## src/rtl/control_pipe_pkg.sv

```systemverilog
// Shared types for the decode/control stage: instruction word, ALU operations,
// decoded control bundle, FSM states and the canonical NOP.
package control_pipe_pkg;

    typedef logic [31:0] instruction_t;
    typedef logic [3:0]  cnt_t;

    typedef enum logic [4:0] {
        ALU_ADD,
        ALU_SUB,
        ALU_AND,
        ALU_OR,
        ALU_XOR,
        ALU_SLL,
        ALU_SRL,
        ALU_SRA,
        ALU_SLT,
        ALU_SLTU,
        ALU_MUL,
        ALU_MULH,
        ALU_DIV,
        ALU_DIVU,
        ALU_REM,
        ALU_REMU
    } alu_op_t;

    typedef enum logic {
        IDLE,
        WAIT
    } ctrl_state_t;

    typedef struct packed {
        alu_op_t    alu_op;
        logic       alu_src;
        logic       mem_read;
        logic       mem_write;
        logic       mem_to_reg;
        logic       reg_write;
        logic       is_branch;
        logic       is_jump;
        logic       use_pc;
        logic       is_lui;
        logic [2:0] funct3;
        logic [4:0] rs1_id;
        logic [4:0] rs2_id;
        logic [4:0] write_back_id;
    } control_t;

    localparam logic [6:0] OPC_LOAD     = 7'b0000011;
    localparam logic [6:0] OPC_MISC_MEM = 7'b0001111;
    localparam logic [6:0] OPC_OP_IMM   = 7'b0010011;
    localparam logic [6:0] OPC_AUIPC    = 7'b0010111;
    localparam logic [6:0] OPC_STORE    = 7'b0100011;
    localparam logic [6:0] OPC_OP       = 7'b0110011;
    localparam logic [6:0] OPC_LUI      = 7'b0110111;
    localparam logic [6:0] OPC_BRANCH   = 7'b1100011;
    localparam logic [6:0] OPC_JALR     = 7'b1100111;
    localparam logic [6:0] OPC_JAL      = 7'b1101111;

    localparam logic [6:0] F7_BASE   = 7'b0000000;
    localparam logic [6:0] F7_ALT    = 7'b0100000;
    localparam logic [6:0] F7_MULDIV = 7'b0000001;

    localparam control_t NOP_CONTROL = '{
        alu_op:        ALU_ADD,
        alu_src:       1'b1,
        mem_read:      1'b0,
        mem_write:     1'b0,
        mem_to_reg:    1'b0,
        reg_write:     1'b0,
        is_branch:     1'b0,
        is_jump:       1'b0,
        use_pc:        1'b0,
        is_lui:        1'b0,
        funct3:        3'd0,
        rs1_id:        5'd0,
        rs2_id:        5'd0,
        write_back_id: 5'd0
    };

    function automatic logic is_multicycle(input alu_op_t op);
        return op inside {ALU_MUL, ALU_MULH, ALU_DIV, ALU_DIVU, ALU_REM, ALU_REMU};
    endfunction

    function automatic logic is_mul(input alu_op_t op);
        return op inside {ALU_MUL, ALU_MULH};
    endfunction

endpackage

```

## src/rtl/control_pipe_decode.sv

```systemverilog
// Combinational RV32I(+M) decoder: instruction word -> control bundle and an
// illegal flag; illegal or disabled encodings collapse to the canonical NOP.
module control_decode
    import control_pipe_pkg::*;
#(
    parameter int ENABLE_M = 1
) (
    input  instruction_t instruction,
    output control_t     control,
    output logic         illegal
);

    logic [6:0] opcode;
    logic [2:0] f3;
    logic [6:0] f7;
    control_t   ctrl;
    logic       ill;

    assign opcode = instruction[6:0];
    assign f3     = instruction[14:12];
    assign f7     = instruction[31:25];

    always_comb begin
        ctrl               = NOP_CONTROL;
        ill                = 1'b0;
        ctrl.alu_src       = 1'b0;
        ctrl.funct3        = f3;
        ctrl.write_back_id = instruction[11:7];
        case (opcode)
            OPC_LOAD: begin
                ill             = !(f3 inside {3'b000, 3'b001, 3'b010, 3'b100, 3'b101});
                ctrl.rs1_id     = instruction[19:15];
                ctrl.alu_src    = 1'b1;
                ctrl.mem_read   = 1'b1;
                ctrl.mem_to_reg = 1'b1;
                ctrl.reg_write  = 1'b1;
            end
            OPC_STORE: begin
                ill            = !(f3 inside {3'b000, 3'b001, 3'b010});
                ctrl.rs1_id    = instruction[19:15];
                ctrl.rs2_id    = instruction[24:20];
                ctrl.alu_src   = 1'b1;
                ctrl.mem_write = 1'b1;
            end
            OPC_BRANCH: begin
                ctrl.rs1_id    = instruction[19:15];
                ctrl.rs2_id    = instruction[24:20];
                ctrl.is_branch = 1'b1;
                // f3[0] only inverts the sense of the compare, so it is left to execute.
                case (f3[2:1])
                    2'b00:   ctrl.alu_op = ALU_SUB;
                    2'b10:   ctrl.alu_op = ALU_SLT;
                    2'b11:   ctrl.alu_op = ALU_SLTU;
                    default: ill = 1'b1;
                endcase
            end
            OPC_LUI: begin
                ctrl.alu_src   = 1'b1;
                ctrl.is_lui    = 1'b1;
                ctrl.reg_write = 1'b1;
            end
            OPC_AUIPC: begin
                ctrl.alu_src   = 1'b1;
                ctrl.use_pc    = 1'b1;
                ctrl.reg_write = 1'b1;
            end
            OPC_JAL: begin
                ctrl.alu_src   = 1'b1;
                ctrl.use_pc    = 1'b1;
                ctrl.is_jump   = 1'b1;
                ctrl.reg_write = 1'b1;
            end
            OPC_JALR: begin
                ill            = (f3 != 3'b000);
                ctrl.rs1_id    = instruction[19:15];
                ctrl.alu_src   = 1'b1;
                ctrl.is_jump   = 1'b1;
                ctrl.reg_write = 1'b1;
            end
            OPC_OP_IMM: begin
                ctrl.rs1_id    = instruction[19:15];
                ctrl.alu_src   = 1'b1;
                ctrl.reg_write = 1'b1;
                case (f3)
                    3'b000:  ctrl.alu_op = ALU_ADD;
                    3'b010:  ctrl.alu_op = ALU_SLT;
                    3'b011:  ctrl.alu_op = ALU_SLTU;
                    3'b100:  ctrl.alu_op = ALU_XOR;
                    3'b110:  ctrl.alu_op = ALU_OR;
                    3'b111:  ctrl.alu_op = ALU_AND;
                    3'b001: begin
                        ctrl.alu_op = ALU_SLL;
                        ill         = (f7 != F7_BASE);
                    end
                    default: begin
                        ctrl.alu_op = (f7 == F7_ALT) ? ALU_SRA : ALU_SRL;
                        ill         = !(f7 inside {F7_BASE, F7_ALT});
                    end
                endcase
            end
            OPC_OP: begin
                ctrl.rs1_id    = instruction[19:15];
                ctrl.rs2_id    = instruction[24:20];
                ctrl.reg_write = 1'b1;
                if (f7 == F7_BASE) begin
                    case (f3)
                        3'b000:  ctrl.alu_op = ALU_ADD;
                        3'b001:  ctrl.alu_op = ALU_SLL;
                        3'b010:  ctrl.alu_op = ALU_SLT;
                        3'b011:  ctrl.alu_op = ALU_SLTU;
                        3'b100:  ctrl.alu_op = ALU_XOR;
                        3'b101:  ctrl.alu_op = ALU_SRL;
                        3'b110:  ctrl.alu_op = ALU_OR;
                        default: ctrl.alu_op = ALU_AND;
                    endcase
                end else if (f7 == F7_ALT) begin
                    case (f3)
                        3'b000:  ctrl.alu_op = ALU_SUB;
                        3'b101:  ctrl.alu_op = ALU_SRA;
                        default: ill = 1'b1;
                    endcase
                end else if (f7 == F7_MULDIV && ENABLE_M != 0) begin
                    // MULHSU/MULHU share the high-product op; funct3 tells them apart.
                    case (f3)
                        3'b000:  ctrl.alu_op = ALU_MUL;
                        3'b001,
                        3'b010,
                        3'b011:  ctrl.alu_op = ALU_MULH;
                        3'b100:  ctrl.alu_op = ALU_DIV;
                        3'b101:  ctrl.alu_op = ALU_DIVU;
                        3'b110:  ctrl.alu_op = ALU_REM;
                        default: ctrl.alu_op = ALU_REMU;
                    endcase
                end else begin
                    ill = 1'b1;
                end
            end
            OPC_MISC_MEM: begin
                ctrl = NOP_CONTROL;
            end
            default: begin
                ill = 1'b1;
            end
        endcase
        if (ill) begin
            ctrl = NOP_CONTROL;
        end
    end

    assign control = ctrl;
    assign illegal = ill;

endmodule

```

## src/rtl/control_pipe.sv

```systemverilog
// Registered decode/control stage: one instruction per handshake, output held
// until consumed, issue stalled while a MUL/DIV latency counter runs.
module control_pipe
    import control_pipe_pkg::*;
#(
    parameter int ENABLE_M    = 1,
    parameter int MUL_LATENCY = 3,
    parameter int DIV_LATENCY = 8
) (
    input  logic         clk,
    input  logic         rst_n,
    input  logic         flush,
    input  logic         in_valid,
    output logic         in_ready,
    input  instruction_t instruction,
    output logic         out_valid,
    input  logic         out_ready,
    output control_t     control,
    output logic         busy,
    output logic         illegal
);

    localparam cnt_t MUL_LAT = cnt_t'(MUL_LATENCY);
    localparam cnt_t DIV_LAT = cnt_t'(DIV_LATENCY);

    ctrl_state_t state_q, state_d;
    cnt_t        cnt_q, cnt_d;
    logic        out_valid_q, out_valid_d;
    logic        busy_q, busy_d;
    logic        illegal_q, illegal_d;
    control_t    control_q, control_d;

    control_t    dec_control;
    logic        dec_illegal;
    logic        accept;
    cnt_t        lat;

    control_decode #(
        .ENABLE_M (ENABLE_M)
    ) u_decode (
        .instruction (instruction),
        .control     (dec_control),
        .illegal     (dec_illegal)
    );

    assign in_ready = !flush && (state_q == IDLE) && (!out_valid_q || out_ready);
    assign accept   = in_valid && in_ready;
    assign lat      = is_mul(dec_control.alu_op) ? MUL_LAT : DIV_LAT;

    always_comb begin
        state_d     = state_q;
        cnt_d       = cnt_q;
        out_valid_d = out_valid_q;
        busy_d      = busy_q;
        illegal_d   = 1'b0;
        control_d   = control_q;
        if (flush) begin
            state_d     = IDLE;
            cnt_d       = '0;
            out_valid_d = 1'b0;
            busy_d      = 1'b0;
        end else begin
            case (state_q)
                IDLE: begin
                    if (out_valid_q && out_ready) begin
                        out_valid_d = 1'b0;
                    end
                    if (accept) begin
                        control_d = dec_control;
                        illegal_d = dec_illegal;
                        cnt_d     = lat - cnt_t'(1);
                        // A latency of 1 behaves exactly like a single-cycle op.
                        if (is_multicycle(dec_control.alu_op) && lat > cnt_t'(1)) begin
                            out_valid_d = 1'b0;
                            busy_d      = 1'b1;
                            state_d     = WAIT;
                        end else begin
                            cnt_d       = '0;
                            out_valid_d = 1'b1;
                        end
                    end
                end
                WAIT: begin
                    if (cnt_q == cnt_t'(1)) begin
                        cnt_d       = '0;
                        out_valid_d = 1'b1;
                        busy_d      = 1'b0;
                        state_d     = IDLE;
                    end else begin
                        cnt_d = cnt_q - cnt_t'(1);
                    end
                end
                default: state_d = IDLE;
            endcase
        end
    end

    always_ff @(posedge clk) begin
        if (!rst_n) begin
            state_q     <= IDLE;
            cnt_q       <= '0;
            out_valid_q <= 1'b0;
            busy_q      <= 1'b0;
            illegal_q   <= 1'b0;
            control_q   <= '0;
        end else begin
            state_q     <= state_d;
            cnt_q       <= cnt_d;
            out_valid_q <= out_valid_d;
            busy_q      <= busy_d;
            illegal_q   <= illegal_d;
            control_q   <= control_d;
        end
    end

    assign out_valid = out_valid_q;
    assign busy      = busy_q;
    assign illegal   = illegal_q;
    assign control   = control_q;

endmodule
```

## config.mk

```make
export PLATFORM = sky130hd
export DESIGN_NAME = control_pipe
export DESIGN_NICKNAME = d
export VERILOG_FILES = /design/src/rtl/control_pipe_pkg.sv /design/src/rtl/control_pipe_decode.sv /design/src/rtl/control_pipe.sv
export SDC_FILE = /design/constraint.sdc
export NUM_CORES = 1
export LEC_CHECK = 0
export ABC_AREA = 0
export CAP_MARGIN = 5
export CORE_MARGIN = 2
export CORE_UTILIZATION = 50
export CTS_CLUSTER_DIAMETER = 120
export CTS_CLUSTER_SIZE = 40
export DETAILED_ROUTE_END_ITERATION = 8
export GPL_TIMING_DRIVEN = 0
export MAX_ROUTING_LAYER = met4
export PLACE_DENSITY = 0.88
export SLEW_MARGIN = 25
export SYNTH_ARGS = -nofsm -noshare
export SYNTH_HDL_FRONTEND = slang
export SYNTH_HIERARCHICAL = 1
export SYNTH_SLANG_ARGS = --single-unit
export TNS_END_PERCENT = 5
```

## constraint.sdc

```tcl
create_clock -name clk -period 6.4 [get_ports clk]
set_input_delay 1.28 -clock clk [delete_from_list [all_inputs] [get_ports clk]]
set_output_delay 1.28 -clock clk [all_outputs]
set_load 0.01 [all_outputs]
```

==> results of run 1 <==
==> logic make-up after synthesis <==
logic type,Yosys count,synth area share
AND/OR/NAND/NOR,185,0.346
flip-flops,40,0.308
buffers and inverters,32,0.0721
other,1,0.00144
AO/OA/AOI/OAI,82,0.238
adder cells (fa/ha/maj),5,0.0240
multiplexers,1,0.00385
XOR/XNOR,2,0.00673
==> metrics by stage <==
| stage | hold WS, ps | setup WS (ps) | utilization | std cells | instance area [um^2] |
|---|---|---|---|---|---|
| after floorplan | 479 | 2900 | - | 348 | 2600 |
| after global placement | 441 | 1820 | 0.668 | 488 | 3390 |
| after detailed placement | 446 | 1780 | 0.668 | 488 | 3390 |
| after CTS | 457 | 2090 | 0.692 | 496 | 3510 |
| after global routing | 476 | 1780 | 0.692 | 496 | 3510 |
| final | 455 | 2050 | 0.692 | 496 | 3510 |
==> cells in the final DEF (no fill, tap or decap), types with 2 or more instances in the layout <==
cell / instances
nor4_1: 5
clkbuf_1: 6
inv_1: 7
xor2_1: 2
ha_1: 5
buf_4: 3
nor2b_1: 6
a31oi_1: 4
nand3_1: 3
clkdlybuf4s50_1: 70
o21a_1: 3
a21o_1: 2
nor2_1: 30
a31o_2: 2
nand2_1: 95
o21ai_0: 12
or3_4: 2
dfxtp_1: 40
and3_1: 2
a211oi_1: 2
a21boi_1: 30
or4b_4: 2
clkbuf_8: 6
or3_1: 6
buf_6: 6
nand2b_1: 5
buf_2: 9
a21oi_1: 11
nor3b_1: 2
nand3b_1: 5
a21boi_0: 2
o21bai_1: 2
nor3_1: 12
==> sequential cells by signal (all words and copies together) (netlist names) <==
signal / count
busy: 1
illegal: 1
cnt_q: 4
out_valid: 1
control: 32
state_q: 1
==> per-layer routing <==
metal,up-vias,global-route usage,routed length (um)
li1,1339,-,-
met1,1247,0.290,2970
met2,90,0.438,3420
met3,9,0.0557,379
met4,0,0.0582,90
met5,-,-,0
==> power groups by stage <==
stage / Clock (mW) / Combinational, mW / Sequential (mW)
3_5_place_dp: 0 / 0.0934 / 0.258
4_1_cts: 0.221 / 0.0940 / 0.252
2_1_floorplan: 0 / 0.0517 / 0.258
5_1_grt: 0.235 / 0.104 / 0.252
3_3_place_gp: 0 / 0.0925 / 0.258
6_report: 0.220 / 0.0947 / 0.252
==> path summary, 6_finish.rpt <==
path | to | slack (ps) | cells after the start
worst min register to register | control[26]$_SDFFE_PN0P_ | 450 | 2
worst min-delay path | control[26]$_SDFFE_PN0P_ | 450 | 2
worst max-delay path | state_q$_SDFF_PP0_ | 2050 | 12
worst max register to register | out_valid$_SDFFE_PP0P_ | 4810 | 5
==> final cells by class <==
class | count | area (um^2) | area share
Timing Repair Buffer | 70 | 701 | 0.200
Clock buffer | 6 | 82.6 | 0.0235
Inverter | 7 | 26.3 | 0.00748
Multi-Input combinational cell | 276 | 1610 | 0.460
Clock inverter | 2 | 38.8 | 0.0110
Sequential cell | 40 | 801 | 0.228
Tap cell | 70 | 87.6 | 0.0249
Buffer | 25 | 161 | 0.0460
==> worst max-delay path, stage by stage <==
cell and delay (ps):
clkdlybuf4s50_1 600, clkbuf_1 380, inv_1 160, ha_1 200, nor2_1 80, a31oi_1 50
a211oi_1 510, o2111ai_2 280, a2111oi_2 430, o21ai_0 260, o21ai_0 210, and2_1 140
==> metrics.yaml, run 1 <==
sta:
  finalSetupViolations: 0
  hold_viol: 0
  tightest_slew_ps: 642
  max_freq_mhz: 230
  relSlewSlack: 0.569
  rsz0062_at_grt: "no"
  drv_slew: 0
  min_period_ps: 4350
  fin_worst_skew_ps: 8.88
  tns_ps: 0
  fin_crit_sh: 0.680
worst_setup_path:
  critPathKind: "primary input to flip-flop"
  crit_start: "instruction[14]"
  setup.worst_path.start_class: "primary input"
  worst_setup_path_end_kind: "flip-flop"
  worstReg2RegStart: "cnt_q[0]$_SDFFE_PP0P_"
  worst_ep_required_time_ps: 6640
  critPathMaxFanout: 10
  crit_arrival_ps: 4590
pwr:
  p_sw_frac: 0.251
  leakage_nw: 1.23
  power.switching_mw: 0.142
  p_comb_frac: 0.167
  power.internal_mw: 0.424
  clkPwrFrac: 0.388
  seqPwrFrac: 0.445
  fin_total_pwr_mw: 0.567
  ir_drop_uv: 105
  powerDensity_mw_per_mm2: 161
place:
  place.gp.congestion: 0.878
  hpwl_um: 5230
  port_buffers: 70
flow_run:
  cap_violations: 0
floorplanning:
  die_w_um: 76.1
  initial_core_util: 0.513
  core-area_mm2: 0.00507
  die_area_mm2: 0.00580
  die_h_um: 76.1
  row_count: 26
  num_io_pins: 73
layout:
  n_fill_cell: 446
  final_layout_size_suffix_gt1_frac: 0.106
  nets: 467
  areaGrowthSynthToFinish_pct: 35.0
  n_antenna_cell: 0
clocking:
  clockBufferDepth: 2
  postCtsSetupBuffers: 0
  cts_tree: "done"
  htreeDepth: 2
  root_buffer: "clkbuf_8"
  clk_latency_ps: 290
  holdBufCountCts: 0
  cts_buffers: 5
  cts.repair.resized: 0
  clkSlewWorstSetupHoldPaths_ps: 80
  cts.sinks: 40
drt:
  drt_iter0_drc: 152
  ant_nets: 0
  dr.pass1.iters: 4
  finalWirelength_um: 6870
  drc: 0
  post_drt_wl_per_cell_um: 13.8
  vias: 2685
  vias_per_cell: 5.41
global_route:
  first_global_vias: 2564
  gr-total-overflow: 0
  antenna_found_initial: 0
  grt_max_degree: 14
  grtUsageTotal: 0.249
  grt_pass1_wl_um: 11700
synth:
  synth-main-ff-cell: "dfxtp_1"
  synth.most_common_cell: "nand2_1"
  synth-seq-cells: 40
  synth_sequential_area_ratio: 0.308
  yosys_warnings: 6
  synth_edf_count: 0
  synth.distinct_cells: 56
  syn_area_mm2: 0.00260
  synth_area_leaders: "dfxtp_1, nand2_1, a21boi_1"
  synth_top_area_frac: 0.308
  synthCells: 348
  synth.avg_cell_area_um2: 7.48
  synth.net_count: 390
  synth_top_cell_by_area: "dfxtp_1"
  async_flop_share: 0
  yosys-top-cells-count: "nand2_1, dfxtp_1, a21boi_1, nor2_1"
hold_path:
  hp-start: "control[26]$_SDFFE_PN0P_"
  hold_class: "flip-flop to flip-flop"
outcome:
  status: "finished clean"
No activity file was read; power rests on OpenSTA's default activity.
==> run 2: changes to the inputs <==
CORE_UTILIZATION = 48   (was 50)
PLACE_DENSITY = 0.85   (was 0.88)
clock period = 4.39 ns   (was 6.4 ns; I/O delays follow)
==> run 2 against run 1 <==
Effect of this change: clock skew shrank 4.1 ps; first-iteration DRC count is 11% higher; hold slack got worse by 1.1 ps; critical endpoint is now cnt_q[1]$_SDFFE_PP0P_; largest power group unchanged.
==> metrics.yaml, run 2 (synthesis results as in run 1) <==
outcome:
  status: "finished clean"
global_route:
  antenna_found_initial: 0
  gr-usage-met3: 0.0326
  gr-total-overflow: 0
  first_global_vias: 2554
  grt_pass1_wl_um: 11600
  grtUsageTotal: 0.242
  grt_max_degree: 13
  met1_usage: 0.305
  grtUsageMet2: 0.400
  grt_busiest_layer: "met2"
floorplanning:
  die_area_mm2: 0.00603
  die_w_um: 77.6
  num_io_pins: 73
  row_count: 26
  die_h_um: 77.6
  initial_core_util: 0.503
  core-area_mm2: 0.00517
worst_setup_path:
  cp.buffers_inverters: 3
  worstReg2RegStart: "cnt_q[0]$_SDFFE_PP0P_"
  r2r_slack_ps: 2830
  r2r-end: "out_valid$_SDFFE_PP0P_"
  worst_ep_required_time_ps: 4630
  path_cells: "clkdlybuf4s50_1, clkbuf_1, inv_1, ha_1, nor2_1, a31oi_1, a211oi_1, o2111ai_2, a31oi_1, nor2b_1, o21ai_0, nor2_4, o21a_1"
  max_stage_delay_ps: 610
  crit_arrival_ps: 4180
  critPathMaxFanout: 10
  critPathTopFamily: "compound AO/OA/AOI/OAI gates"
  critPathKind: "primary input to flip-flop"
  cp_slowest_cell: "clkdlybuf4s50_1"
  rr_worst_depth: 5
  setup.worst_path.start_class: "primary input"
  crit_path_frequent_cell: "a31oi_1"
  worst_setup_path_end_kind: "flip-flop"
clocking:
  htreeDepth: 2
  cts.sinks: 40
  clockBufferDepth: 2
  cts.repair.resized: 0
  cts_buffers: 5
  cts_tree: "done"
  clkSlewWorstSetupHoldPaths_ps: 80
  root_buffer: "clkbuf_8"
  holdBufCountCts: 0
  postCtsSetupBuffers: 0
  clk_latency_ps: 290
sta:
  tightest_slew_ps: 796
  hold_viol: 0
  finalSetupViolations: 0
  fin_crit_sh: 0.897
  tns_ps: 0
  finalWorstSetupSlack_ps: 453
  relSlewSlack: 0.465
  rsz0062_at_grt: "no"
  min_period_ps: 3940
  fin_worst_skew_ps: 4.77
  max_freq_mhz: 254
  drv_slew: 0
layout:
  areaGrowthSynthToFinish_pct: 34.4
  final_area_mm2: 0.00350
  largest_reg_flops: 32
  layout_common_cells: "nand2_1, clkdlybuf4s50_1, dfxtp_1, a21boi_1, nor2_1"
  final_layout_size_suffix_gt1_frac: 0.103
  nets: 467
  n_antenna_cell: 0
  final_util: 0.676
  final_common_cell: "nand2_1"
hold_path:
  holdPathStages: 2
  hp-start: "control[7]$_SDFFE_PN0P_"
  min_to: "control[7]$_SDFFE_PN0P_"
  hold_class: "flip-flop to flip-flop"
pwr:
  ir_drop_uv: 236
  leakage_nw: 1.22
  seqPwrFrac: 0.456
  clkPwrFrac: 0.372
  fin_total_pwr_mw: 0.805
  powerDensity_mw_per_mm2: 230
  p_comb_frac: 0.172
  p_sw_frac: 0.253
  power.switching_mw: 0.203
  power.internal_mw: 0.601
drt:
  drc: 0
  vias: 2672
  post_drt_wl_per_cell_um: 13.7
  finalWirelength_um: 6810
  ant_nets: 0
  dr.pass1.iters: 4
  vias_per_cell: 5.39
  drt_iter0_drc: 168
place:
  placed_area_mm2: 0.00339
  port_buffers: 70
  place.gp.congestion: 0.896
  hpwl_um: 5190
  pre_cts_slack_ps: 193
flow_run:
  cap_violations: 0
## run 2: layout make-up
class / instances / area (um^2)
buffer: 25 / 161
clock buffer: 6 / 72.6
clock inverter: 2 / 35.0
fill: 461 / 1670
inverter: 7 / 26.3
multi-input combinational: 276 / 1610
sequential: 40 / 801
tap: 70 / 87.6
timing repair buffer: 70 / 701
## run 2: worst max path at each step
stage,startpoint,endpoint,slack (ps),cells after the start
finish,instruction[14],cnt_q[1]$_SDFFE_PP0P_,450,13
global route,instruction[14],cnt_q[1]$_SDFFE_PP0P_,190,13
detailed placement,instruction[14],cnt_q[1]$_SDFFE_PP0P_,190,12
global placement,instruction[14],cnt_q[1]$_SDFFE_PP0P_,150,12
CTS,instruction[14],cnt_q[1]$_SDFFE_PP0P_,490,13
floorplan,instruction[14],out_valid$_SDFFE_PP0P_,1290,11
## run 2: stage by stage
step | instances | hold slack [ps]
3_3_place_gp | 488 | 441
2_1_floorplan | 348 | 479
3_5_place_dp | 488 | 446
4_1_cts | 496 | 457
6_report | 496 | 454
5_1_grt | 496 | 473
## run 2: power by group through the flow
stage | logic [mW] | registers (mW) | clock network [mW]
after floorplan | 0.0754 | 0.377 | 0
after global placement | 0.135 | 0.376 | 0
after detailed placement | 0.137 | 0.376 | 0
after CTS | 0.138 | 0.367 | 0.304
after global routing | 0.151 | 0.368 | 0.319
final | 0.138 | 0.367 | 0.300
## run 2: layer usage
metal,share of wire,wire length [um],up-vias
met3,0.051,349,8
li1,-,-,1346
met4,0.014,97,0
met5,0,0,-
met1,0.45,3060,1237
met2,0.48,3300,81
## run 2: worst register-to-register path: stages (launching register included)
cell and delay, ps:
dfxtp_1 420, ha_1 160, nor3b_1 210, nand2b_1 230
a21oi_1 130, a2111oi_4 320
==> run 3: changes to the inputs <==
ABC_CLOCK_PERIOD_IN_PS = 4390   (was default)
GPL_TIMING_DRIVEN = default   (was 0)
==> run 3 against run 2 <==
Effect of this change: first-iteration DRC count grew 31%; non-clock buffer count fell by 19; clock skew grew 2.2 ps; sequential power is essentially flat; design area decreased by 2.6%; setup slack gained 360 ps; critical path type unchanged; largest cell class unchanged; largest power group unchanged.
==> metrics.yaml, run 3 (synthesis results as in run 1) <==
layout:
  largest_reg_flops: 32
  multi_input_area_mm2: 0.00161
  final_common_cell: "nand2_1"
  n_fill_cell: 441
  final_util: 0.658
  n_antenna_cell: 0
  final_area_mm2: 0.00341
  final_layout_size_suffix_gt1_frac: 0.0762
  regArea_um2: 801
  nets: 448
  areaGrowthSynthToFinish_pct: 30.9
  layout_common_cells: "nand2_1, clkdlybuf4s50_1, dfxtp_1, a21boi_1, nor2_1"
drt:
  drt_iter0_drc: 220
  ant_nets: 0
  vias: 2664
  finalWirelength_um: 6560
  post_drt_wl_per_cell_um: 13.7
  dr.pass1.iters: 5
  vias_per_cell: 5.58
  drc: 0
clocking:
  clk_latency_ps: 290
  clockBufferDepth: 2
  holdBufCountCts: 0
  root_buffer: "clkbuf_8"
  cts.sinks: 40
  cts.repair.resized: 0
  postCtsSetupBuffers: 0
  clkSlewWorstSetupHoldPaths_ps: 80
  htreeDepth: 2
  cts_tree: "done"
  cts_buffers: 5
global_route:
  first_global_vias: 2400
  gr-usage-met3: 0.0349
  antenna_found_initial: 0
  grt_max_degree: 36
  met1_usage: 0.310
  grt_busiest_layer: "met2"
  grtUsageTotal: 0.233
  gr-total-overflow: 0
  grt_pass1_wl_um: 11300
  grtUsageMet2: 0.375
sta:
  drv_slew: 0
  hold_viol: 0
  fin_crit_sh: 0.816
  relSlewSlack: 0.523
  rsz0062_at_grt: "no"
  tightest_slew_ps: 712
  tns_ps: 0
  finalSetupViolations: 0
  max_freq_mhz: 279
  min_period_ps: 3580
  fin_worst_skew_ps: 6.98
place:
  port_buffers: 72
  place.gp.congestion: 0.937
  placed_area_mm2: 0.00328
  hpwl_um: 4690
hold_path:
  min_to: "control[0]$_SDFFE_PN0P_"
  hold_class: "flip-flop to flip-flop"
  holdPathStages: 2
  hp-start: "control[0]$_SDFFE_PN0P_"
floorplanning:
  die_area_mm2: 0.00603
  num_io_pins: 73
  die_w_um: 77.6
  row_count: 26
  die_h_um: 77.6
  initial_core_util: 0.503
  core-area_mm2: 0.00517
worst_setup_path:
  critPathKind: "primary input to flip-flop"
  max_stage_delay_ps: 650
  crit_arrival_ps: 3810
  r2r-end: "out_valid$_SDFFE_PP0P_"
  critPathMaxFanout: 10
  path_cells: "clkdlybuf4s50_1, inv_1, ha_1, nor2_1, a31oi_1, a211oi_1, o2111ai_2, a31oi_1, nor2b_1, o21ai_0, o21ai_0, and2_1"
  rr_worst_depth: 2
  setup.worst_path.start_class: "primary input"
  worstReg2RegStart: "state_q$_SDFF_PP0_"
  worst_setup_path_end_kind: "flip-flop"
  worst_ep_required_time_ps: 4620
  r2r_slack_ps: 2670
  cp_slowest_cell: "clkdlybuf4s50_1"
pwr:
  ir_drop_uv: 174
  leakage_nw: 1.16
  fin_total_pwr_mw: 0.826
  powerDensity_mw_per_mm2: 243
flow_run:
  cap_violations: 0
outcome:
  status: "finished clean"
run 3: cell type report:
| cell class | instances | area share |
|---|---|---|
| well taps | 70 | 0.0257 |
| multi-input cells | 276 | 0.474 |
| flip-flops and latches | 40 | 0.235 |
| inverters | 7 | 0.00771 |
| repair buffers | 76 | 0.220 |
| clock inverters | 1 | 0.00882 |
| clock buffers | 7 | 0.0283 |
run 3: metrics by stage:
stage	instances	worst slack, ps	hold WS [ps]
after floorplan	348	1290	479
after global placement	469	698	440
after detailed placement	469	557	446
after CTS	477	852	457
after global routing	477	455	471
final	477	809	453
run 3: how the worst max path moves through the flow:
stage | start | end | slack (ps) | depth (start not counted)
2_1_floorplan | instruction[14] | out_valid$_SDFFE_PP0P_ | 1290 | 11
5_1_grt | instruction[14] | state_q$_SDFF_PP0_ | 450 | 12
3_5_place_dp | instruction[14] | cnt_q[1]$_SDFFE_PP0P_ | 560 | 11
6_report | instruction[14] | state_q$_SDFF_PP0_ | 810 | 12
3_3_place_gp | instruction[14] | out_valid$_SDFFE_PP0P_ | 700 | 11
4_1_cts | instruction[14] | state_q$_SDFF_PP0_ | 850 | 11
run 3: critical path, delay by kind of cell:
kind / cells / cell delay [ps]
compound gates: 6 / 1540
fa+ha+maj: 1 / 200
buf+inv: 2 / 800
simple gates: 3 / 390
run 3: routing by layer:
layer  routed length [um]  vias to the layer above
met3                  475                        7
met5                    0                        -
li1                     -                     1299
met2                 3080                      109
met4                   58                        0
met1                 2940                     1249
run 3: power by group:
group | switching, mW | total (mW) | leakage [nW] | internal, mW
combinational | 0.0678 | 0.129 | 0.770 | 0.0615
sequential | 0.00185 | 0.367 | 0.323 | 0.365
clock | 0.129 | 0.330 | 0.0645 | 0.201
==> variant 1, RTL diff (settings of run 3) <==
`ENABLE_M` is set to 1 in 2 places; all go to 0.
--- a/src/rtl/control_pipe_decode.sv
+++ b/src/rtl/control_pipe_decode.sv
@@ -3,7 +3,7 @@
 module control_decode
     import control_pipe_pkg::*;
 #(
-    parameter int ENABLE_M = 1
+    parameter int ENABLE_M = 0
 ) (
     input  instruction_t instruction,
     output control_t     control,
--- a/src/rtl/control_pipe.sv
+++ b/src/rtl/control_pipe.sv
@@ -3,7 +3,7 @@
 module control_pipe
     import control_pipe_pkg::*;
 #(
-    parameter int ENABLE_M    = 1,
+    parameter int ENABLE_M    = 0,
     parameter int MUL_LATENCY = 3,
     parameter int DIV_LATENCY = 8
 ) (
Behaviour: not the same (Yosys sat finds a counterexample within 4 cycles, from zero or initial values and one cycle with rst_n low).
==> variant 1 against run 3 <==
  * First-iteration DRC count shrank 56%
  * Sequential cell count stayed put
  * Setup slack improved by 0.0090 ns
  * Synthesized area increased by 3.0%
  * Core utilization is 1.7 points lower
  * Global-route usage is essentially flat
  * Clock skew is 0.0027 ns higher
  * Wire length up 3.0%
  * Power decreased by 1.5%
  * Critical path type unchanged
  * Die area up 2.9%
  * Maximum frequency rose by 0.25%
  * Clock power is 8.2% lower
  * Sequential power is essentially flat
  * Design area grew 2.4%
==> variant 1: results (changes against run 3) <==
max incr delay on CP: 0.82 ns (+0.17 ns)
worst clock skew: 0.009641 ns (+0.002660 ns)
routed wire length: 6.750 mm (+3.0%)
Min-Delay Startpoint: control[27]
Placed Cells: 457 (-2.6%)
DRT iter0 DRCs: 96 (-56%)
Hold Slack: 0.4551 ns (+0.002044 ns)
Final HPWL DP: 4.946 mm (+5.4%)
Vias/cell: 5.400 (-3.3%)
Fill cells: 496 (+12%)
gr usage total: 23.34% (about the same)
status: finished clean
Mapped Nets: 376 (-3.6%)
Area contributors post-synth: dfxtp_1 30%, nand2_1 11%, a21boi_1 8.4%
first-pass GRT wire length: 11.28 mm (about the same)
Reg2Reg Depth: 3 (+1)
critical path arrival: 3.77 ns (-0.04 ns)
Final Non-Filler Cells: 465 (-2.5%)
worst-path maximum fanout: 14 (+4)
Worst VDD drop: 0.0001796 V (+3.4%)
hold worst-path end: control[27]
Post-Syn Area per Cell: 8.125 µm² (+8.6%)
Leakage Power: 1.226 nW (+5.9%)
placed cell area: 3377 µm² (+3.0%)
Reg2Reg Setup Slack: 2.68 ns (about the same)
-- variant 1: cell count changes in the layout (fill, tap and decap cells not counted), moves of 5 or more --
cell,run 3,this run
a21oi_1,11,6
or3_1,6,1
nand2_1,95,76
o21ai_0,12,7
nor3_1,12,7
nor3b_1,2,12
nor2_1,30,21
and3_1,2,10
nand3_1,3,9
-- variant 1: metrics by stage --
stage | util [%] | setup slack, ns
2_1_floorplan | - | 1.658
3_3_place_gp | 62.09 | 0.6367
3_5_place_dp | 62.09 | 0.5427
4_1_cts | 64.14 | 0.8344
5_1_grt | 64.14 | 0.5414
6_report | 64.14 | 0.8180
-- variant 1: where the power goes --
| group | switching, W | internal (W) |
|---|---|---|
| Combinational | 0.0000755 | 0.0000678 |
| Clock | 0.000135 | 0.000168 |
| Sequential | 0.00000198 | 0.000366 |
-- variant 1: worst max-delay path by stage --
stage                         start        end  slack (ns)
floorplan           instruction[13]  out_valid        1.66
global placement    instruction[13]  out_valid        0.64
detailed placement  instruction[13]  out_valid        0.54
CTS                 instruction[13]  out_valid        0.83
global route        instruction[13]  out_valid        0.54
finish              instruction[13]  out_valid        0.82
-- variant 1: metal layers --
metal / track usage, % / part of all wire (%)
met3: 5.227 / 5.6
met1: 29.76 / 46
met5: - / 0
met4: 6.491 / 0.76
met2: 37.44 / 47
-- variant 1: worst min-delay path: cells and delay by family (launching register included) --
| kind | cells | cell delay [ns] |
|---|---|---|
| AO/OA/AOI/OAI | 1 | 0.05 |
| flip-flops | 1 | 0.31 |
| AND/OR/NAND/NOR | 1 | 0.05 |
-- variant 1: final cells by class --
cell class	count	area [µm²]	area share (%)
inverters	8	30.03	0.8608
multi-input cells	261	1705	48.89
clock inverters	3	42.54	1.220
repair buffers	76	750.7	21.52
flip-flops and latches	40	800.8	22.96
clock buffers	5	68.82	1.973
well taps	72	90.09	2.582
-- variant 1: cell families after synthesis --
family / count (synthesis) / share of synthesized area [%]
xor gates and xnor gates: 2 / 0.6534
buffers and inverters: 29 / 6.533
muxes: 2 / 0.7933
and+or+nand+nor: 170 / 35.14
AOI/OAI and AO/OA: 77 / 22.68
adders and majority gates: 9 / 4.200
other: 1 / 0.1399
DFF: 40 / 29.86
==> variant 2, RTL diff (settings of run 3) <==
Made on the original files. Make the reset (`rst_n`) asynchronous in one clocked block.
--- a/src/rtl/control_pipe.sv
+++ b/src/rtl/control_pipe.sv
@@ -95,7 +95,7 @@
         end
     end
 
-    always_ff @(posedge clk) begin
+    always_ff @(posedge clk or negedge rst_n) begin
         if (!rst_n) begin
             state_q     <= IDLE;
             cnt_q       <= '0;
Function: differs if rst_n is asserted again (counterexample within 4 cycles, from zero or initial values and one cycle with rst_n low); with rst_n held inactive, the same outputs for 10 cycles.
==> variant 2 against run 3 <==
  * Sequential cell count stayed put
  * Synthesized area is 6.1% higher
  * Power decreased by 5.2%
  * Setup slack got worse by 0.073 ns
  * Wire length decreased by 1.0%
  * Non-clock buffer count down 1
  * Critical path depth decreased by 3
  * First-iteration DRC count decreased by 38%
  * Clock power is 21% lower
  * Synthesized cell count fell by 19%
  * Design area grew 4.2%
==> variant 2: results (changes against run 3) <==
status: finished clean
async set-reset flop share out of synthesis: 100.0% (+100 points)
Hold Slack: 0.5102 ns (+0.05717 ns)
cell family with most CP delay: simple AND/OR/NAND/NOR gates
drt wl/cell: 15.60 µm (+14%)
Synth Area in XOR/XNOR: 0.6346% (-0.038 points)
Worst VDD drop: 0.0001343 V (-23%)
Synth top cells by count: 40 x dfrtp_1, 32 x nand2_1, 30 x mux2_4
Reg2Reg Depth: 3 (+1)
critical path arrival: 3.83 ns (+0.02 ns)
Worst Hold Path Cells: 1 (-1)
Nets: 386 (-14%)
max incr delay on CP: 0.62 ns (-0.03 ns)
Fill cells: 448 (+1.6%)
vias in the first global route: 2257 (-6.0%)
post-synthesis sequential area ratio: 36.26% (+5.5 points)
multiplexer share of the synthesized area: 17.50% (+17 points)
DRT iter0 DRCs: 136 (-38%)
drt pass-1 iters: 4 (-1)
Final HPWL DP: 4.768 mm (+1.6%)
Reg2Reg Setup Slack: 2.51 ns (-0.16 ns)
Vias/cell: 5.649 (+1.1%)
worst clock skew: 0.007728 ns (+0.0007466 ns)
Adder-Cell Fraction of Synth Area: 2.267% (-0.14 points)
distinct cell type count after synthesis: 60 (+7.1%)
GPL Wtd Cong: 0.8935 (-4.6%)
max_slew headroom: 42.62% (-9.7 points)
Mapped Nets: 323 (-17%)
post-route core utilization: 64.07% (-1.8 points)
sw frac: 25.02% (+0.97 points)
layout cells sized above 1: 18.31% (+11 points)
Area contributors post-synth: dfrtp_1 36%, mux2_4 16%, nand2_1 4.4%
Synth Area in Compound Gates: 13.15% (-11 points)
## variant 2: cell type report
cell class	count	area share [%]
Multi-Input combinational cell	212	44.70
Sequential cell	40	28.20
Clock buffer	7	2.714
Tap cell	72	2.538
Timing Repair Buffer	75	20.80
Inverter	10	1.057
## variant 2: cells by family after synthesis
kind of cell,Yosys count
AOI/OAI and AO/OA,49
xor gates and xnor gates,2
adders and majority gates,5
buffers and inverters,29
DFF,40
muxes,33
other,1
and+or+nand+nor,122
## variant 2: power groups by stage
stage / clock network (W) / logic (W) / registers [W]
6_report: 0.000260 / 0.000145 / 0.000379
5_1_grt: 0.000284 / 0.000157 / 0.000380
4_1_cts: 0.000263 / 0.000145 / 0.000379
3_5_place_dp: 0 / 0.000144 / 0.000386
3_3_place_gp: 0 / 0.000142 / 0.000386
2_1_floorplan: 0 / 0.0000755 / 0.000389
## variant 2: worst paths after layout
check	endpoint	start
worst max-delay path	cnt_q[1]	instruction[3]
max in group asynchronous	cnt_q[1]	rst_n
min in group asynchronous	control[14]	rst_n
worst min-delay path	control[11]	control[11]
worst min register to register	control[11]	control[11]
worst max register to register	control[4]	state_q
## variant 2: layer usage
layer / wire length (µm) / global-route usage (%) / vias to the layer above / part of all wire (%)
li1: - / - / 1128 / -
met1: 2953 / 28.79 / 1140 / 46
met2: 3179 / 34.87 / 75 / 49
met3: 293 / 2.941 / 7 / 4.5
met4: 62 / 5.085 / 0 / 0.96
met5: 0 / - / - / 0
## variant 2: stage by stage
stage               power [W]  instances  worst slack, ns
floorplan           0.0004644        281            1.247
global placement    0.0005278        409           0.5904
detailed placement  0.0005303        409           0.4913
CTS                 0.0007873        416           0.7810
global route        0.0008213        416           0.6162
finish              0.0007835        416           0.7364
